File: src/rtl/pq_pkg.sv
// Shared types and helpers for the priority-queue family.
package pq_pkg;

    localparam int unsigned KEY_WIDTH = 8;
    localparam int unsigned VAL_WIDTH = 8;

    typedef struct packed {
        logic [KEY_WIDTH-1:0] key;
        logic [VAL_WIDTH-1:0] val;
    } kv_t;

    typedef struct packed {
        logic valid;
        kv_t  kv;
    } cell_t;

    typedef enum logic [1:0] {
        SEL_HOLD,
        SEL_LOAD,
        SEL_LEFT,
        SEL_RIGHT
    } cell_sel_e;

    // True when key a strictly outranks key b under the chosen ordering.
    function automatic logic pq_higher(
        input logic [KEY_WIDTH-1:0] a,
        input logic [KEY_WIDTH-1:0] b,
        input logic                 min_first
    );
        return min_first ? (a < b) : (a > b);
    endfunction

endpackage

File: src/rtl/sr_pq_gen_cell.sv
// One systolic storage cell: picks hold, load-new, take-left or take-right
// from a local compare of the incoming entry against itself and its neighbours.
module sr_pq_gen_cell
    import pq_pkg::*;
#(
    parameter bit MIN_FIRST = 1'b1,
    parameter bit IS_HEAD   = 1'b0
) (
    input  logic  clk,
    input  logic  rst,
    input  logic  enq,
    input  logic  deq,
    input  kv_t   kv_new,
    input  cell_t left,
    input  cell_t right,
    output cell_t state
);

    logic      ahead_self;
    logic      ahead_left;
    logic      ahead_right;
    cell_sel_e sel;

    // "ahead" = valid entry that the new entry does not outrank, so it stays in front.
    always_comb begin
        ahead_self  = state.valid && !pq_higher(kv_new.key, state.kv.key, MIN_FIRST);
        ahead_left  = IS_HEAD || (left.valid && !pq_higher(kv_new.key, left.kv.key, MIN_FIRST));
        ahead_right = right.valid && !pq_higher(kv_new.key, right.kv.key, MIN_FIRST);
    end

    always_comb begin
        sel = SEL_HOLD;
        if (enq && deq) begin
            // Head leaves: the survivors slide up one place while the new entry drops into its slot.
            if (ahead_right)
                sel = SEL_RIGHT;
            else if (IS_HEAD || ahead_self)
                sel = SEL_LOAD;
            else
                sel = SEL_HOLD;
        end else if (enq) begin
            if (ahead_self)
                sel = SEL_HOLD;
            else if (ahead_left)
                sel = SEL_LOAD;
            else
                sel = SEL_LEFT;
        end else if (deq) begin
            sel = SEL_RIGHT;
        end
    end

    always_ff @(posedge clk) begin
        if (rst) begin
            state <= '0;
        end else begin
            case (sel)
                SEL_LOAD:  state <= '{valid: 1'b1, kv: kv_new};
                SEL_LEFT:  state <= left;
                SEL_RIGHT: state <= right;
                default:   state <= state;
            endcase
        end
    end

endmodule

File: src/rtl/sr_pq_gen.sv
// Shift-register priority queue: DEPTH sorted cells, head presented on kvo,
// with occupancy count and registered overflow/underflow pulses.
module sr_pq_gen #(
    parameter int unsigned DEPTH     = 8,
    parameter int unsigned KEY_WIDTH = pq_pkg::KEY_WIDTH,
    parameter int unsigned VAL_WIDTH = pq_pkg::VAL_WIDTH,
    parameter bit          MIN_FIRST = 1'b1
) (
    input  logic                           clk,
    input  logic                           rst,
    input  logic [KEY_WIDTH+VAL_WIDTH-1:0] kvi,
    input  logic                           enq,
    input  logic                           deq,
    output logic [KEY_WIDTH+VAL_WIDTH-1:0] kvo,
    output logic                           ovalid,
    output logic                           empty,
    output logic                           full,
    output logic [$clog2(DEPTH+1)-1:0]     count,
    output logic                           ovf,
    output logic                           udf
);

    import pq_pkg::*;

    localparam int unsigned CW = $clog2(DEPTH + 1);

    cell_t cells [DEPTH];
    kv_t   kv_new;
    logic  enq_eff;
    logic  deq_eff;

    assign kv_new = kvi;

    always_comb begin
        empty   = (count == '0);
        full    = (count == CW'(DEPTH));
        ovalid  = !empty;
        // A full queue still accepts enq when paired with a deq; an empty one drops the deq.
        enq_eff = enq && (!full || deq);
        deq_eff = deq && !empty;
        kvo     = cells[0].valid ? cells[0].kv : '0;
    end

    for (genvar i = 0; i < DEPTH; i++) begin : g_cell
        cell_t left_n;
        cell_t right_n;

        if (i == 0) begin : g_left
            assign left_n = '0;
        end else begin : g_left
            assign left_n = cells[i-1];
        end

        if (i == DEPTH - 1) begin : g_right
            assign right_n = '0;
        end else begin : g_right
            assign right_n = cells[i+1];
        end

        sr_pq_gen_cell #(
            .MIN_FIRST (MIN_FIRST),
            .IS_HEAD   (i == 0)
        ) u_cell (
            .clk    (clk),
            .rst    (rst),
            .enq    (enq_eff),
            .deq    (deq_eff),
            .kv_new (kv_new),
            .left   (left_n),
            .right  (right_n),
            .state  (cells[i])
        );
    end

    always_ff @(posedge clk) begin
        if (rst) begin
            count <= '0;
            ovf   <= 1'b0;
            udf   <= 1'b0;
        end else begin
            count <= count + CW'(enq_eff) - CW'(deq_eff);
            ovf   <= enq && full && !deq;
            udf   <= deq && empty && !enq;
        end
    end

endmodule

File: config.mk
export PLATFORM = sky130hd
export DESIGN_NAME = sr_pq_gen
export DESIGN_NICKNAME = d
export VERILOG_FILES = /design/src/rtl/pq_pkg.sv /design/src/rtl/sr_pq_gen_cell.sv /design/src/rtl/sr_pq_gen.sv
export SDC_FILE = /design/constraint.sdc
export NUM_CORES = 1
export LEC_CHECK = 0
export ABC_AREA = 1
export CAP_MARGIN = 20
export CORE_ASPECT_RATIO = 0.6
export CORE_MARGIN = 2
export CORE_UTILIZATION = 55
export CTS_CLUSTER_DIAMETER = 60
export DETAILED_ROUTE_END_ITERATION = 8
export PLACE_DENSITY = 0.81
export SLEW_MARGIN = 0
export SYNTH_ARGS = -nofsm -noshare
export SYNTH_HDL_FRONTEND = slang
export SYNTH_SLANG_ARGS = --single-unit
File: constraint.sdc
create_clock -name clk -period 3.3 [get_ports clk]
set_input_delay 0.99 -clock clk [delete_from_list [all_inputs] [get_ports clk]]
set_output_delay 0.99 -clock clk [all_outputs]
set_load 0.02 [all_outputs]
==> impl_metrics.ini, run 1 <==
[run_status]
status = complete, no violations

[power]
power_per_cell_area_mw_per_mm2 = 1110
leakage_nw = 5.74
power_mw = 13.1
peakVddDrop_uv = 732

[detailed_routing]
drt_pass1_iterations = 5
num_vias = 10579
avgViaCountPerCell = 5.50
ant_nets = 0
wire_per_inst_um = 14.7
route.detailed.drc = 0
drt-total-wl_um = 28200
drt_iter0_drc = 1091

[global_route]
grt_pass1_vias = 9796
antenna_found_initial = 0
track_usage = 0.299
grt_pass1_wl_um = 47000
grt_max_degree = 55
grt.overflow.total = 0

[synthesis]
ys_seq_elements = 142
avgSynthCellArea_um2 = 6.18
post_synth_num_cell_types = 37
syn-instance-count = 1629
ys.warnings.count = 0
ys_seq_area_frac = 0.282
synth_nets = 1714
syn_area_mm2 = 0.0101

[floorplan]
die_area_mm2 = 0.0194
die-width_um = 179
die_height_um = 109
rows = 38
start_util = 0.559
io_pins = 45
core_mm2 = 0.0180

[final_layout]
nets = 1754
stdcell_count = 1922
drive_gt1_frac = 0.0916
final_util = 0.654
area_delta_synth_final_pct = 17.1
layout.filler_cells = 1562
n_antenna_cell = 0

[critical_path]
critPathLaunchType = input pin
cpLargestDelayFamily = buffers and inverters
cp.arrival_ps = 3440
worstPathCellList = clkdlybuf4s50_1 > buf_12 > ha_1 > nand2_1 > inv_1 > nand2_1 > nand2_1 > nand2_1 > nand2_1 > nand2_1 > nand2_1 > nand2_1 > inv_1 > a21oi_4 > buf_4 > nand2_1 > nand2_1 > a21oi_1
cp_max_fo = 16
endpoint_kind = flop
crit_type = input pin to flop
slowest_delay_ps = 440
cp_common_cell = nand2_1
slowest_stage = clkdlybuf4s50_1
critical_path_buf_inv_count = 5
cp.required_ps = 3600

[cts]
clock-sinks = 142
clk_pin_slew_ps = 70
root_buffer = clkbuf_16
hold_buffers = 0
cts.path.max_buffers = 2
cts_tree = yes
clkLatencyLatePin_ps = 430
cts_max_level = 4
numCtsBuffers = 17

[placement]
dp.cells = 1890
dpl_worst_slack_ps = -337
port_buffers = 44
hpwl_um = 20300
gp_congestion = 0.864

[flow_run]
drv_cap = 0

[timing]
fin_crit_ps = 3140
skew_ps = 11.6
maxSlewHeadroom = 0.617
post-route-period-util = 0.950
slew_violations = 0
setup_violations = 0
worstMarginPinSlew_ps = 573
hold_viol = 0
fmax_mhz = 319
setup_tns_ps = 0
worst_slack_ps = 164

[worst_hold_path]
hold_class = flop to flop
state kept, by name (all words and copies together), names as in the netlist:
signal and cells:
ovf 1, g_cell.u_cell.state 136, udf 1, count 4
cells in the mapped netlist (all sizes together):
cell type | instances | area share
clkinv | 2 | 0.00075
nand3 | 161 | 0.080
nor3 | 1 | 0.00050
nor3b | 1 | 0.0012
a21boi | 1 | 0.0019
nand4 | 1 | 0.0012
nor2 | 212 | 0.080
and3 | 1 | 0.00062
fa | 1 | 0.0020
nor4 | 1 | 0.00062
clkbuf | 20 | 0.0075
inv | 171 | 0.065
o21ai | 119 | 0.063
a21oi | 166 | 0.088
xor2 | 1 | 0.00087
nand3b | 9 | 0.0067
o21a | 7 | 0.0052
buf | 76 | 0.049
dfxtp | 142 | 0.28
a211oi | 1 | 0.00075
ha | 64 | 0.080
nand2 | 471 | 0.18
logic make-up (layout without fill, tap and decap cells):
group,after synthesis,count (layout),share of synthesized area
flops,142,142,0.282
fa+ha+maj,65,65,0.0816
compound gates,294,294,0.159
buf+inv,269,322,0.122
xor+xnor,1,1,0.000870
simple gates,858,858,0.355
what timing repair did:
item / 4_1_cts / 5_1_grt
resized for setup: 0 / 6
setup buffers: 0 / 0
setup endpoints to repair: 0 / 18
worst reg2reg max path: stages, from the launching register on:
cell and delay [ps]:
dfxtp_1 310, inv_1 100, ha_1 150, nor3b_2 260
nand2_2 120, nand2_4 130, inv_2 50, ha_1 200
a21oi_2 160, buf_12 210, nand3_1 140, nand2_2 180
clkinv_1 110, buf_4 180, nand2_1 70, nand2_1 70
nor2_1 90, nor2_1 50
path summary, 6_finish.rpt:
| check | from | end | slack [ps] | cells past startpoint |
|---|---|---|---|---|
| max reg2reg | count[2] | g_cell[1].u_cell.state[1] | 630 | 17 |
| max | kvi[11] | g_cell[2].u_cell.state[16] | 160 | 18 |
| min | g_cell[0].u_cell.state[4] | g_cell[0].u_cell.state[4] | 480 | 2 |
| min reg2reg | g_cell[0].u_cell.state[4] | g_cell[0].u_cell.state[4] | 480 | 2 |
report_power, final:
group / internal, mW / leakage, nW / total [mW] / switching, mW
registers: 2.53 / 1.18 / 3.17 / 0.644
logic: 3.06 / 4.27 / 7.94 / 4.88
clock network: 1.08 / 0.294 / 1.99 / 0.904
metrics by stage:
step	cell area, um^2	hold slack, ps
2_1_floorplan	10100	452
3_3_place_gp	11200	462
3_5_place_dp	11200	468
4_1_cts	11800	478
5_1_grt	11800	507
6_report	11800	478
cell usage in the layout, fill, tap and decap left out, types with 8 or more instances in the layout:
cell,instances
a21oi_1,160
buf_12,31
buf_4,42
clkbuf_16,17
clkdlybuf4s50_1,44
dfxtp_1,142
ha_1,64
inv_1,161
inv_6,8
nand2_1,452
nand2_2,11
nand3_1,161
nand3b_1,9
nor2_1,210
o21ai_0,56
o21ai_1,55
layout make-up:
type,count,area (um^2),share of cell area
Inverter,173,659,0.0559
Clock buffer,17,425,0.0361
Timing Repair Buffer,117,1380,0.117
Clock inverter,15,166,0.0141
Multi-Input combinational cell,1218,6020,0.510
Tap cell,240,300,0.0255
Sequential cell,142,2840,0.241
metal layers:
metal | GRT usage | up-vias | wire length [um]
met5 | 0 | - | 0
met4 | 0.0732 | 0 | 343
met3 | 0.0554 | 34 | 2180
met2 | 0.482 | 418 | 12300
met1 | 0.413 | 4827 | 13400
li1 | - | 5300 | -
(Power assumes the default switching activity.)
==> run 2, diff against run 1 <==
--- a/config.mk
+++ b/config.mk
@@ -9,10 +9,10 @@
 export CAP_MARGIN = 20
 export CORE_ASPECT_RATIO = 0.6
 export CORE_MARGIN = 2
-export CORE_UTILIZATION = 55
+export CORE_UTILIZATION = 44
 export CTS_CLUSTER_DIAMETER = 60
 export DETAILED_ROUTE_END_ITERATION = 8
-export PLACE_DENSITY = 0.81
+export PLACE_DENSITY = 0.68
 export SLEW_MARGIN = 0
 export SYNTH_ARGS = -nofsm -noshare
 export SYNTH_HDL_FRONTEND = slang
==> constraint.sdc (replaced) <==
create_clock -name clk -period 3.3 [get_ports clk]
set_input_delay 0.99 -clock clk [delete_from_list [all_inputs] [get_ports clk]]
set_output_delay 0.99 -clock clk [all_outputs]
set_load 0.05 [all_outputs]
==> impl_metrics.ini, run 2 (synthesis results as in run 1) <==
[run_status]
status = complete, no violations

[detailed_routing]
num_vias = 10519
ant_nets = 0
drt_pass1_iterations = 5
route.detailed.drc = 0
wire_per_inst_um = 14.8
drt-total-wl_um = 29600
avgViaCountPerCell = 5.28
drt_iter0_drc = 905

[cts]
root_buffer = clkbuf_16
cts_max_level = 4
hold_buffers = 0
clk_pin_slew_ps = 60
cts_setup_buffers = 0
numCtsBuffers = 17
cts.path.max_buffers = 2
cts_resized = 0
clkLatencyLatePin_ps = 440
cts_tree = yes
clock-sinks = 142

[final_layout]
top_register = g_cell.u_cell.state
nets = 1758
fin_area_mm2 = 0.0119
final_common_cell = nand2_1
largest_register_ffs = 136
reg_top3 = g_cell.u_cell.state x136, count x4
stdcell_count = 1994
n_antenna_cell = 0
layout_common_cells = nand2_1 (452), nor2_1 (210), inv_1 (161), nand3_1 (161), a21oi_1 (160)
final_util = 0.534
drive_gt1_frac = 0.0919
area_delta_synth_final_pct = 17.9

[global_route]
grt_pass1_wl_um = 48300
antenna_found_initial = 0
grt.overflow.total = 0
grt_pass1_vias = 9758
track_usage = 0.250
grt_max_degree = 42

[critical_path]
endpoint_kind = flop
cp.required_ps = 3630
crit_type = input pin to flop
cp_max_fo = 10
critPathLaunchType = input pin
cp.arrival_ps = 3480
reg2reg_from = count[2]
startpoint = kvi[14]

[worst_hold_path]
hold_start = g_cell[0].u_cell.state[11]
hold_class = flop to flop

[timing]
maxSlewHeadroom = 0.646
fin_crit_ps = 3150
rsz0062_at_grt = false
fmax_mhz = 317
worstMarginPinSlew_ps = 529
setup_tns_ps = 0
skew_ps = 10.3
hold_viol = 0
worst_slack_ps = 150
slew_violations = 0
post-route-period-util = 0.955
setup_violations = 0

[placement]
placed_cell_area_mm2 = 0.0113
dpl_worst_slack_ps = -196
hpwl_um = 21200
dp.cells = 1962
port_buffers = 44
gp_congestion = 0.879

[floorplan]
die-width_um = 199
die_area_mm2 = 0.0241
rows = 42
core_mm2 = 0.0222
start_util = 0.453
die_height_um = 121
io_pins = 45

[power]
peakVddDrop_uv = 819
leakage_nw = 5.73
power_per_cell_area_mw_per_mm2 = 1120

[flow_run]
drv_cap = 0
==> run 2: cell count changes in the layout (fill, tap and decap cells not counted), moves of 3 or more <==
cell        change
buf_12          -3
buf_4           +7
clkbuf_1        +3
clkinvlp_4      +3
inv_6           -4
inv_8           -4
==> run 2: cell type report <==
class / instances / area (um^2)
fill: 2210 / 10400
clock inverter: 12 / 161
clock buffer: 20 / 437
tap: 308 / 385
inverter: 173 / 661
timing repair buffer: 121 / 1370
multi-input combinational: 1218 / 6010
sequential: 142 / 2840
==> run 2: path summary, 6_finish.rpt <==
check	endpoint	slack [ps]	depth (start not counted)
max	g_cell[3].u_cell.state[10]	150	15
min reg2reg	g_cell[0].u_cell.state[11]	480	2
max reg2reg	g_cell[1].u_cell.state[9]	840	16
min	g_cell[0].u_cell.state[11]	480	2
==> run 2: where the power goes <==
| group | internal (mW) | switching [mW] | leakage, nW |
|---|---|---|---|
| logic | 3.00 | 5.05 | 4.27 |
| registers | 2.53 | 0.638 | 1.18 |
| clock network | 1.20 | 0.831 | 0.282 |
| total | 6.72 | 6.52 | 5.73 |
==> run 2: stage by stage <==
stage          total power [mW]  hold slack (ps)
2_1_floorplan              8.73              452
3_3_place_gp               10.8              464
3_5_place_dp               11.0              470
4_1_cts                    13.1              480
5_1_grt                    14.4              503
6_report                   13.2              477
==> run 2: critical path: stages <==
cell and delay [ps]:
clkdlybuf4s50_1 480, buf_4 220, ha_1 290, nand2_1 80
nor2_1 180, nand2_1 90, a21oi_1 200, nand2_1 80
nand2_1 130, nand2_1 60, nand2_1 150, buf_4 190
a21oi_1 80, nor2_1 180, nor2_1 60
==> run 2: metal layers <==
layer,share of wire,wire length (um),up-vias,GRT usage
met3,0.067,1980,36,0.0453
met1,0.50,14700,4869,0.368
met4,0.011,322,0,0.0658
li1,-,-,5299,-
met2,0.42,12600,315,0.373
met5,0,0,-,0
